===== src/rtl/pc_trace_buffer_pkg.sv =====
// ---------------------------------------------------------------------------
// trace_pkg
// Shared constants for the PC trace capture block: FSM state encodings,
// the location of the PC (R7) inside the procMulticiclo register bus, and
// the width of one trace entry.
//
// Build option: TRACE_TIMESTAMP_EN widens each entry from {PC, DIN} (32 bits)
// to {PC, DIN, stamp} (48 bits).
// ---------------------------------------------------------------------------
package trace_pkg;

   localparam logic [1:0] ST_IDLE   = 2'd0;
   localparam logic [1:0] ST_ARMED  = 2'd1;
   localparam logic [1:0] ST_POST   = 2'd2;
   localparam logic [1:0] ST_FROZEN = 2'd3;

   localparam int PC_MSB = 127;
   localparam int PC_LSB = 112;

`ifdef TRACE_TIMESTAMP_EN
   localparam int ENTRY_W = 48;
`else
   localparam int ENTRY_W = 32;
`endif

endpackage


===== src/rtl/pc_trace_buffer_if.sv =====
// ---------------------------------------------------------------------------
// pc_trace_buffer_if
// Read-out (drain) channel of the trace buffer.
//   iRdReq   : host -> buffer, pop the head entry
//   oRdData  : buffer -> host, head entry (ENTRY_W bits, 0 when not valid)
//   oRdValid : buffer -> host, head entry is valid
// Modports: master = host/bench side, slave = trace buffer side.
// Build option: TRACE_TIMESTAMP_EN (through trace_pkg::ENTRY_W).
// ---------------------------------------------------------------------------
interface pc_trace_buffer_if;
   import trace_pkg::*;

   logic               iRdReq;
   logic [ENTRY_W-1:0] oRdData;
   logic               oRdValid;

   modport master (output iRdReq, input oRdData, input oRdValid);
   modport slave  (input iRdReq, output oRdData, output oRdValid);

endinterface


===== src/rtl/pc_trace_buffer_ram.sv =====
// ---------------------------------------------------------------------------
// trace_ram
// DEPTH x ENTRY_W register array, one synchronous write port and one
// asynchronous read port. Contents are not reset.
// Ports:
//   Clock   : write clock
//   iWe     : write enable
//   iWAddr  : write address
//   iWData  : write data
//   iRAddr  : read address
//   oRData  : read data (combinational)
// Build option: TRACE_TIMESTAMP_EN (through trace_pkg::ENTRY_W).
// ---------------------------------------------------------------------------
module trace_ram
   import trace_pkg::*;
#(
   parameter int DEPTH = 16,
   parameter int AW    = 4
) (
   input  logic               Clock,
   input  logic               iWe,
   input  logic [AW-1:0]      iWAddr,
   input  logic [ENTRY_W-1:0] iWData,
   input  logic [AW-1:0]      iRAddr,
   output logic [ENTRY_W-1:0] oRData
);

   logic [ENTRY_W-1:0] mem_q [DEPTH];

   always_ff @(posedge Clock) begin
      if (iWe) begin
         mem_q[iWAddr] <= iWData;
      end
   end

   assign oRData = mem_q[iRAddr];

endmodule


===== src/rtl/pc_trace_buffer.sv =====
// ---------------------------------------------------------------------------
// pc_trace_buffer
// Execution trace capture behind procMulticiclo. Every time PC (R7) changes
// while armed, one {PC, DIN} entry is written into a circular buffer. When
// PC hits the trigger address, iPostCount further entries are recorded and
// the buffer freezes; the host then drains the entries oldest-first.
// Ports:
//   Clock, Resetn : clock, synchronous active-low reset
//   iREGS         : {R7..R0} from procMulticiclo, PC = iREGS[127:112]
//   iDIN          : oDIN from procMulticiclo
//   iArm          : single-cycle arm/clear request (wins over capture/pop)
//   iTrigPC       : trigger address
//   iPostCount    : entries to record after the trigger entry
//   rd            : drain channel (iRdReq / oRdData / oRdValid)
//   oState        : FSM state (IDLE/ARMED/POST/FROZEN)
//   oCount        : entries held, 0..DEPTH
//   oWrapped      : an older entry was overwritten since arm
// Build option: TRACE_TIMESTAMP_EN appends a 16-bit cycle stamp to each
// entry; without it there is no counter and entries are 32 bits.
// ---------------------------------------------------------------------------
module pc_trace_buffer
   import trace_pkg::*;
#(
   parameter int DEPTH = 16,
   parameter int AW    = 4
) (
   input  logic             Clock,
   input  logic             Resetn,
   input  logic [127:0]     iREGS,
   input  logic [15:0]      iDIN,
   input  logic             iArm,
   input  logic [15:0]      iTrigPC,
   input  logic [AW-1:0]    iPostCount,
   pc_trace_buffer_if.slave rd,
   output logic [1:0]       oState,
   output logic [AW:0]      oCount,
   output logic             oWrapped
);

   localparam logic [AW:0]   CNT_FULL = (AW+1)'(DEPTH);
   localparam logic [AW:0]   CNT_ONE  = (AW+1)'(1);
   localparam logic [AW-1:0] AW_ONE   = AW'(1);

   logic [1:0]    state_q,   state_d;
   logic [15:0]   prev_pc_q, prev_pc_d;
   logic [AW-1:0] wptr_q,    wptr_d;
   logic [AW:0]   count_q,   count_d;
   logic          wrapped_q, wrapped_d;
   logic [AW-1:0] post_q,    post_d;

   logic [15:0]        pc;
   logic               capture;
   logic               wr_en;
   logic               rd_valid;
   logic               pop;
   logic [AW-1:0]      head;
   logic [ENTRY_W-1:0] wr_entry;
   logic [ENTRY_W-1:0] head_entry;
   logic               unused_regs;

   assign pc          = iREGS[PC_MSB:PC_LSB];
   assign unused_regs = ^iREGS[PC_LSB-1:0];

   assign capture  = (pc != prev_pc_q);
   // A simultaneous arm drops the capture and the pop.
   assign wr_en    = capture && !iArm && ((state_q == ST_ARMED) || (state_q == ST_POST));
   assign rd_valid = (state_q == ST_FROZEN) && (count_q != '0);
   assign pop      = rd.iRdReq && rd_valid && !iArm;
   // With count = DEPTH the low bits are 0, so the head lands on wptr itself.
   assign head     = wptr_q - count_q[AW-1:0];

`ifdef TRACE_TIMESTAMP_EN
   logic [15:0] stamp_q, stamp_d;

   // The stamp recorded is the counter value taken on the capture edge,
   // so an entry captured N cycles after arm carries N.
   assign stamp_d  = iArm ? 16'h0000 : (stamp_q + 16'h0001);
   assign wr_entry = {pc, iDIN, stamp_d};

   always_ff @(posedge Clock) begin
      if (!Resetn) begin
         stamp_q <= 16'h0000;
      end else begin
         stamp_q <= stamp_d;
      end
   end
`else
   assign wr_entry = {pc, iDIN};
`endif

   trace_ram #(
      .DEPTH (DEPTH),
      .AW    (AW)
   ) u_ram (
      .Clock  (Clock),
      .iWe    (wr_en),
      .iWAddr (wptr_q),
      .iWData (wr_entry),
      .iRAddr (head),
      .oRData (head_entry)
   );

   always_comb begin
      state_d   = state_q;
      wptr_d    = wptr_q;
      count_d   = count_q;
      wrapped_d = wrapped_q;
      post_d    = post_q;
      prev_pc_d = pc;

      if (iArm) begin
         state_d   = ST_ARMED;
         wptr_d    = '0;
         count_d   = '0;
         wrapped_d = 1'b0;
         post_d    = '0;
      end else begin
         if (wr_en) begin
            wptr_d = wptr_q + AW_ONE;
            if (count_q == CNT_FULL) begin
               wrapped_d = 1'b1;
            end else begin
               count_d = count_q + CNT_ONE;
            end

            if (state_q == ST_ARMED) begin
               if (pc == iTrigPC) begin
                  post_d  = iPostCount;
                  state_d = (iPostCount == '0) ? ST_FROZEN : ST_POST;
               end
            end else begin
               post_d = post_q - AW_ONE;
               if (post_q == AW_ONE) begin
                  state_d = ST_FROZEN;
               end
            end
         end

         if (pop) begin
            count_d = count_q - CNT_ONE;
         end
      end
   end

   always_ff @(posedge Clock) begin
      if (!Resetn) begin
         state_q   <= ST_IDLE;
         prev_pc_q <= 16'h0000;
         wptr_q    <= '0;
         count_q   <= '0;
         wrapped_q <= 1'b0;
         post_q    <= '0;
      end else begin
         state_q   <= state_d;
         prev_pc_q <= prev_pc_d;
         wptr_q    <= wptr_d;
         count_q   <= count_d;
         wrapped_q <= wrapped_d;
         post_q    <= post_d;
      end
   end

   assign rd.oRdValid = rd_valid;
   assign rd.oRdData  = rd_valid ? head_entry : '0;
   assign oState      = state_q;
   assign oCount      = count_q;
   assign oWrapped    = wrapped_q;

endmodule


===== src/flat_wrapper.sv =====
// flat-port wrapper written by rule: the top's interface ports become plain ports
module pc_trace_buffer_flat import trace_pkg::*;
#(
   parameter int DEPTH = 16,
   parameter int AW    = 4
)
  (Clock, Resetn, iREGS, iDIN, iArm, iTrigPC, iPostCount, oState, oCount, oWrapped, rd_iRdReq, rd_oRdData, rd_oRdValid);
  pc_trace_buffer_if rd_i ();
  input  logic Clock;
  input  logic Resetn;
  input  logic [127:0] iREGS;
  input  logic [15:0] iDIN;
  input  logic iArm;
  input  logic [15:0] iTrigPC;
  input  logic [AW-1:0] iPostCount;
  output logic [1:0] oState;
  output logic [AW:0] oCount;
  output logic oWrapped;
  input wire logic [$bits(rd_i.iRdReq)-1:0] rd_iRdReq;
  output wire logic [$bits(rd_i.oRdData)-1:0] rd_oRdData;
  output wire logic [$bits(rd_i.oRdValid)-1:0] rd_oRdValid;
  assign rd_i.iRdReq = rd_iRdReq;
  assign rd_oRdData = rd_i.oRdData;
  assign rd_oRdValid = rd_i.oRdValid;
  pc_trace_buffer #(.DEPTH(DEPTH), .AW(AW)) u_core (.Clock(Clock), .Resetn(Resetn), .iREGS(iREGS), .iDIN(iDIN), .iArm(iArm), .iTrigPC(iTrigPC), .iPostCount(iPostCount), .rd(rd_i), .oState(oState), .oCount(oCount), .oWrapped(oWrapped));
endmodule

===== config.mk =====
export PLATFORM = sky130hd
export DESIGN_NAME = pc_trace_buffer_flat
export DESIGN_NICKNAME = d
export VERILOG_FILES = /design/src/rtl/pc_trace_buffer_pkg.sv /design/src/rtl/pc_trace_buffer_if.sv /design/src/rtl/pc_trace_buffer_ram.sv /design/src/rtl/pc_trace_buffer.sv /design/src/flat_wrapper.sv
export SDC_FILE = /design/constraint.sdc
export NUM_CORES = 1
export LEC_CHECK = 0
export ABC_AREA = 1
export CORE_MARGIN = 2
export CORE_UTILIZATION = 45
export CTS_CLUSTER_SIZE = 20
export DETAILED_ROUTE_END_ITERATION = 12
export MAX_ROUTING_LAYER = met4
export PLACE_DENSITY = 0.73
export SLEW_MARGIN = 15
export SYNTH_ARGS = -nofsm -noshare
export SYNTH_HDL_FRONTEND = slang
export SYNTH_SLANG_ARGS = --single-unit

===== constraint.sdc =====
create_clock -name Clock -period 8.25 [get_ports Clock]
set_clock_uncertainty 0.2 [all_clocks]
set_input_delay 1.2375 -clock Clock [delete_from_list [all_inputs] [get_ports Clock]]
set_output_delay 1.2375 -clock Clock [all_outputs]
set_load 0.01 [all_outputs]

==> metrics.log, run 1 <==
INFO  metric worstPathMaxFanout = 52
INFO  metric floorplan.die.height = 227.1 um
INFO  metric cell_internal_pwr = 4.476 mW
INFO  metric post-synth-top-area-fraction = 68.64%
INFO  metric ys.flop_type = edfxtp_1
INFO  metric ys_seq_elements = 544
INFO  metric post_synth.cell_area_avg = 12.51 um2
INFO  metric post-route-cell-area = 25760 um2
INFO  metric r2r_slack = 4820 ps
INFO  metric worst_ir_drop_vdd = 0.1560 mV
INFO  metric initial_core_util = 45.67%
INFO  metric placedCellCount = 2467
INFO  metric power.share.combinational = 6.6%
INFO  metric yosys_warnings = 0
INFO  metric critPathCaptureType = output pin
INFO  metric grt_antenna_before_repair = 0
INFO  metric worst_ep_required_time = 6810 ps
INFO  metric ctsHoldBuffers = 0
INFO  metric hpwl = 25.87 mm
INFO  metric io_buffers = 96
INFO  metric outcome = finished clean
INFO  metric p_sw_share = 21.46%
INFO  metric die_area = 51580 um2
INFO  metric maxCapViolations = 0
INFO  metric pwr_density_cell = 221.2 nW/um2
INFO  metric timing.hold.worst_path_depth = 1
INFO  metric synth_enable_flop_cells = 512
INFO  metric layout.cells.non_filler = 2560
INFO  metric placement_stage_cell_area = 24120 um2
INFO  metric top_signal_layer_used = met4
INFO  metric cts_post_setup_buffers_inserted = 0
INFO  metric cts_tree = yes
INFO  metric period_share = 75.90%
INFO  metric synth_area = 22400 um2
INFO  metric met1Wirelength = 20.94 mm
INFO  metric worstSetupStartpointType = register
INFO  metric count_of_inserted_antenna_diode_cells = 0
INFO  metric finalCriticalPeriod = 6261 ps
INFO  metric gpl.final_weighted_congestion = 0.7827
INFO  metric grt_pass1_wl = 75.85 mm
INFO  metric final_net_count = 2038
INFO  metric cts_made_buffers = 51
INFO  metric routed-via-count = 14190
INFO  metric placementRows = 81
INFO  metric timing.hold.worst.start = u_core.oWrapped$_SDFFE_PP0P_
INFO  metric seq_power_share = 53.3%
INFO  metric drtPass1Iterations = 5
INFO  metric timing_worst_slew_pin_value = 1248 ps
INFO  metric detail_route.wirelength = 49.88 mm
INFO  metric layout-area-overhead-vs-synth = 15.00%
INFO  metric rsz0062_at_grt = no
INFO  metric slew_violations = 0
INFO  metric route.antenna.remaining_nets = 0
INFO  metric synth_async_sr_flop_share = 0%
INFO  metric cts_htree_levels = 2
INFO  metric via_count_of_the_first_global_routing_pass = 13770
INFO  metric critical_path_arrival = 4820 ps
INFO  metric placeableCoreArea = 49050 um2
INFO  metric slew_headroom = 16.81%
INFO  metric synth.distinct_cells = 28
INFO  metric worst_r2r_endpoint = u_core.u_ram.mem_q[7][29]$_DFFE_PP_
INFO  metric post_synthesis_cells = 1791
INFO  metric clockPowerShare = 40.1%
INFO  metric track_usage = 19.77%
INFO  metric grt_start_max_net_pins = 223
INFO  metric synth_area_leaders = edfxtp_1, nand2_1, a32o_1
INFO  metric worstHoldPathType = reg2reg
INFO  metric post_cts_resize_count = 0
INFO  metric seq_area_frac_synth = 71.50%
INFO  metric detailroute.wirelength.met3 = 3.084 mm
INFO  metric met2_wirelength = 24.53 mm
INFO  metric finalSetupViolCount = 0
INFO  metric num_io_pins = 209
INFO  metric leak_pwr = 8.437 nW
INFO  metric ff2ff_path_depth = 8
INFO  metric drive_gt1_share = 8.228%
INFO  metric hold_viol_final = 0
INFO  metric drc_errors = 0
INFO  metric rr_startpoint = u_core.oState[1]$_SDFFE_PP0P_
INFO  metric fmax = 159.7 MHz
INFO  metric final_cell_mix = nand2_1, edfxtp_1, a21oi_1, a32o_1, clkdlybuf4s50_1
INFO  metric max-clock-path-buffers = 3
INFO  metric worst_skew_pair.late_latency = 570 ps
INFO  metric global_route.overflow_total = 0
INFO  metric synth_nets = 1973
INFO  metric layout.cells.most_common = nand2_1
INFO  metric switching_power = 1.223 mW
INFO  metric die_width = 227.1 um
INFO  metric first_iter_violations = 1404
INFO  metric register_clock_pin_slew_on_the_reported_worst_setup_and_hold_paths = 60 ps
INFO  metric cts_sinks = 544
INFO  metric worstHoldEndpoint = u_core.oWrapped$_SDFFE_PP0P_
INFO  metric clock_tree_root_buffer_cell = clkbuf_16
INFO  metric fin_setup_tns = 0 ps
INFO  metric cp_class = reg2out
INFO  metric detail_route.wl_per_cell = 19.49 um
INFO  metric routed_via_density = 5.543
INFO  metric synth_largest_area_cell = edfxtp_1
sequential cells by signal, indices dropped and copies added, names as in the netlist:
name and cells:
u_core.prev_pc_q 16, u_core.post_q 4, u_core.u_ram.mem_q 512, u_core.wptr_q 4
u_core.oCount 5, u_core.oState 2, u_core.oWrapped 1
metrics by stage:
| step | utilization (%) | worst slack (ps) | hold WS, ps | power (mW) |
|---|---|---|---|---|
| detailed placement | 49.17 | 2570 | 265.9 | 3.471 |
| finish | 52.52 | 1989 | 280.7 | 5.699 |
| global route | 52.52 | 1740 | 314.7 | 5.873 |
| floorplan | - | 4178 | 255.3 | 3.338 |
| global placement | 49.17 | 2625 | 258.8 | 3.456 |
| CTS | 52.52 | 1969 | 285.2 | 5.727 |
kinds of logic after synthesis:
kind of cell | Yosys count | share of synthesized area, %
AND/OR/NAND/NOR | 648 | 11.07
adder cells (fa/ha/maj) | 14 | 0.8155
flip-flops | 544 | 71.50
buffers and inverters | 177 | 3.290
AO/OA/AOI/OAI | 380 | 12.17
XOR/XNOR | 28 | 1.162
worst max-delay path, cell delays in order (launching register included):
cell and delay [ps]:
dfxtp_1 380, inv_1 130, ha_4 180, fa_4 470
xor2_4 190, buf_4 300, inv_2 830, buf_4 610
o21ai_0 170, a211oi_1 330, clkdlybuf4s50_1 610
Yosys cell counts (all sizes together), types with 2 or more instances:
cell	instances
xor2	18
buf	55
a32oi	32
ha	13
xnor2	10
a32o	96
a21oi	175
nor2	47
nand2	574
or2	2
edfxtp	512
dfxtp	32
o21ai	44
nand4	7
a211oi	32
clkbuf	57
nand3	16
inv	65
final cells by class:
| cell class | count | area [um2] |
|---|---|---|
| flip-flops and latches | 544 | 16020 |
| clock buffers | 71 | 1443 |
| well taps | 664 | 830.8 |
| inverters | 65 | 249.0 |
| clock inverters | 22 | 200.2 |
| repair buffers | 124 | 1209 |
| fillers | 4007 | 23290 |
| multi-input cells | 1070 | 5813 |
power by group through the flow:
stage	logic (mW)	clock network, mW	registers, mW
3_3_place_gp	0.360	0	3.10
5_1_grt	0.415	2.42	3.04
6_report	0.376	2.29	3.04
4_1_cts	0.376	2.31	3.04
2_1_floorplan	0.242	0	3.10
3_5_place_dp	0.374	0	3.10
worst max path at each step:
stage	start	slack [ps]	endpoint
global placement	u_core.wptr_q[0]$_SDFFE_PP0P_	2620	rd_oRdData[2]
finish	u_core.wptr_q[0]$_SDFFE_PP0P_	1990	rd_oRdData[2]
CTS	u_core.wptr_q[0]$_SDFFE_PP0P_	1970	rd_oRdData[2]
global route	u_core.wptr_q[0]$_SDFFE_PP0P_	1740	rd_oRdData[8]
floorplan	iREGS[123]	4180	u_core.u_ram.mem_q[11][0]$_DFFE_PP_
detailed placement	u_core.wptr_q[0]$_SDFFE_PP0P_	2570	rd_oRdData[2]
routing by layer:
metal / global-route usage [%] / vias up
li1: - / 6620
met1: 25.38 / 6995
met2: 32.44 / 489
met3: 2.943 / 86
met4: 6.557 / 0
met5: - / -
(Power assumes the default switching activity.)
==> run 2: changes to the inputs <==
==> constraint.sdc (replaced) <==
create_clock -name Clock -period 5.9 [get_ports Clock]
set_clock_uncertainty 0.2 [all_clocks]
set_input_delay 0.885 -clock Clock [delete_from_list [all_inputs] [get_ports Clock]]
set_output_delay 0.885 -clock Clock [all_outputs]
set_load 0.01 [all_outputs]
==> run 2 against run 1 <==
  * Count of clock-buffer cells in the layout decreased by 3
  * Combinational power grew 44%
  * Die area did not move
  * Critical path depth unchanged
  * Sequential share of layout area decreased by 0.68 points
  * Critical endpoint is now rd_oRdData[22]
  * Core utilization is 0.58 points higher
  * Power up 42%
==> metrics.log, run 2 (synthesized netlist as in run 1, its figures left out) <==
INFO  metric outcome = finished clean
INFO  metric maxCapViolations = 0 (unchanged)
INFO  metric rsz0062_at_grt = no
INFO  metric switching_power = 1.741 mW (+42%)
INFO  metric register_clock_pin_slew_on_the_reported_worst_setup_and_hold_paths = 70 ps (about the same)
INFO  metric routed_via_density = 5.560 (+0.30%)
INFO  metric cts_post_setup_buffers_inserted = 0 (unchanged)
INFO  metric drtPass1Iterations = 5 (unchanged)
INFO  metric worstSetupStartpointType = register
INFO  metric cell_internal_pwr = 6.353 mW (+42%)
INFO  metric grt_antenna_before_repair = 0 (unchanged)
INFO  metric worstHoldPathType = reg2reg
INFO  metric pwr_density_cell = 310.8 nW/um2 (+40%)
INFO  metric worst_ep_required_time = 4820 ps (-1990 ps)
INFO  metric detail_route.wl_per_cell = 19.92 um (+2.2%)
INFO  metric busiest_layer = met2
INFO  metric hpwl = 27.32 mm (+5.6%)
INFO  metric routed-via-count = 14330 (+1.0%)
INFO  metric use_met3 = 2.633% (-0.31 points)
INFO  metric final_cell_mix = nand2_1, edfxtp_1, a21oi_1, a32o_1, clkdlybuf4s50_1
INFO  metric clock_tree_root_buffer_cell = clkbuf_16
INFO  metric max-clock-path-buffers = 3 (unchanged)
INFO  metric placeableCoreArea = 49050 um2 (unchanged)
INFO  metric first_iter_violations = 1237 (-12%)
INFO  metric startpoint = u_core.wptr_q[0]$_SDFFE_PP0P_
INFO  metric io_buffers = 96 (unchanged)
INFO  metric cts_made_buffers = 53 (+3.9%)
INFO  metric ctsHoldBuffers = 0 (unchanged)
INFO  metric timing.hold.worst.start = u_core.oWrapped$_SDFFE_PP0P_
INFO  metric finalCriticalPeriod = 5479 ps
INFO  metric drive_gt1_share = 8.725% (+0.50 points)
INFO  metric cts_htree_levels = 2 (unchanged)
INFO  metric global_route.overflow_total = 0 (unchanged)
INFO  metric seq_power_share = 52.5% (-0.8 points)
INFO  metric fin_setup_tns = 0 ps (unchanged)
INFO  metric worst_ir_drop_vdd = 0.2407 mV (+54%)
INFO  metric p_sw_share = 21.51% (+0.044 points)
INFO  metric detail_route.wirelength = 51.36 mm (+3.0%)
INFO  metric initial_core_util = 45.67% (unchanged)
INFO  metric count_of_inserted_antenna_diode_cells = 0 (unchanged)
INFO  metric die_width = 227.1 um (unchanged)
INFO  metric drc_errors = 0 (unchanged)
INFO  metric cts_tree = yes
INFO  metric fmax = 182.5 MHz
INFO  metric critPathCaptureType = output pin
INFO  metric placedCellCount = 2481 (+0.57%)
INFO  metric largest_register_ff_count = 512 (unchanged)
INFO  metric finalSetupViolCount = 0 (unchanged)
INFO  metric gpl.final_weighted_congestion = 0.7800 (-0.34%)
INFO  metric layout-area-overhead-vs-synth = 16.28%
INFO  metric worstPathMaxFanout = 80 (+54%)
INFO  metric final_net_count = 2054 (+0.79%)
INFO  metric use_met1 = 27.18% (+1.8 points)
INFO  metric fill_cells = 4032 (+0.62%)
INFO  metric cp_class = reg2out
INFO  metric power.share.combinational = 6.7% (about the same)
INFO  metric layout.cells.most_common = nand2_1
INFO  metric leak_pwr = 8.568 nW (+1.5%)
INFO  metric via_count_of_the_first_global_routing_pass = 14280 (+3.7%)
INFO  metric num_io_pins = 209 (unchanged)
INFO  metric met2_usage = 33.34% (+0.89 points)
INFO  metric worst_skew_pair.late_latency = 580 ps (about the same)
INFO  metric cts_sinks = 544 (unchanged)
INFO  metric grt_pass1_wl = 79.20 mm (+4.4%)
INFO  metric layout.cells.non_filler = 2578 (+0.70%)
INFO  metric floorplan.die.height = 227.1 um (unchanged)
INFO  metric critical_path_arrival = 4390 ps (-430 ps)
INFO  metric timing_worst_slew_pin_value = 1041 ps (-206.8 ps)
INFO  metric rr_startpoint = u_core.oState[1]$_SDFFE_PP0P_
INFO  metric largest-register = u_core.u_ram.mem_q
INFO  metric holdWs = 283.2 ps (+2.419 ps)
INFO  metric track_usage = 20.61% (+0.84 points)
INFO  metric clockPowerShare = 40.8% (+0.7 points)
INFO  metric grt_start_max_net_pins = 108 (-52%)
INFO  metric placementRows = 81 (unchanged)
INFO  metric slew_violations = 0 (unchanged)
INFO  metric post_cts_resize_count = 0 (unchanged)
INFO  metric slew_headroom = 30.48% (+14 points)
INFO  metric hold_viol_final = 0 (unchanged)
INFO  metric die_area = 51580 um2 (unchanged)
INFO  metric route.antenna.remaining_nets = 0 (unchanged)
INFO  metric period_share = 92.86%
-- run 2: cell count changes in the layout (fill, tap and decap cells not counted), sizes merged --
cell | previous run | this run
buf | 28 | 42
bufinv | 3 | 5
clkbuf | 71 | 68
clkinv | 13 | 19
inv | 68 | 67
-- run 2: final timing paths --
path              cells past startpoint                                  to  slack [ps]
setup / recovery                     10                      rd_oRdData[22]         420
hold / removal                        1        u_core.oWrapped$_SDFFE_PP0P_         280
setup reg to reg                      8  u_core.u_ram.mem_q[3][1]$_DFFE_PP_        2660
hold reg to reg                       1        u_core.oWrapped$_SDFFE_PP0P_         280
-- run 2: metal layers --
metal  share of wire [%]  vias up
li1                    -     6661
met4                 2.7        0
met5                   0        -
met3                 6.0      103
met1                  43     7046
met2                  49      523
-- run 2: cell type report --
cell class | count | area, um2 | area share (%)
Inverter | 65 | 249.0 | 0.9560
Sequential cell | 544 | 16020 | 61.49
Clock inverter | 29 | 274.0 | 1.052
Timing Repair Buffer | 138 | 1439 | 5.524
Clock buffer | 68 | 1425 | 5.472
Tap cell | 664 | 830.8 | 3.190
Multi-Input combinational cell | 1070 | 5813 | 22.32
-- run 2: power groups by stage --
stage / logic [mW] / clock network [mW] / registers (mW)
6_report: 0.542 / 3.30 / 4.25
5_1_grt: 0.601 / 3.47 / 4.25
4_1_cts: 0.544 / 3.34 / 4.25
3_5_place_dp: 0.541 / 0 / 4.33
3_3_place_gp: 0.522 / 0 / 4.33
2_1_floorplan: 0.338 / 0 / 4.33
-- run 2: stage by stage --
step	util [%]	instance area [um2]	setup WS, ps	power [mW]
finish	53.10	26050	421.1	8.094
global route	53.10	26050	257.1	8.318
CTS	53.10	26050	429.2	8.136
detailed placement	49.64	24350	1025	4.870
global placement	49.64	24350	1103	4.850
floorplan	-	22400	2180	4.668
-- run 2: critical path: stages, from the launching register on --
cell,delay (ps)
dfxtp_1,380
inv_1,140
ha_4,190
fa_4,1150
buf_12,370
a21oi_1,80
a32o_1,240
nand2_1,60
o21ai_0,140
a211oi_2,390
clkdlybuf4s50_1,640
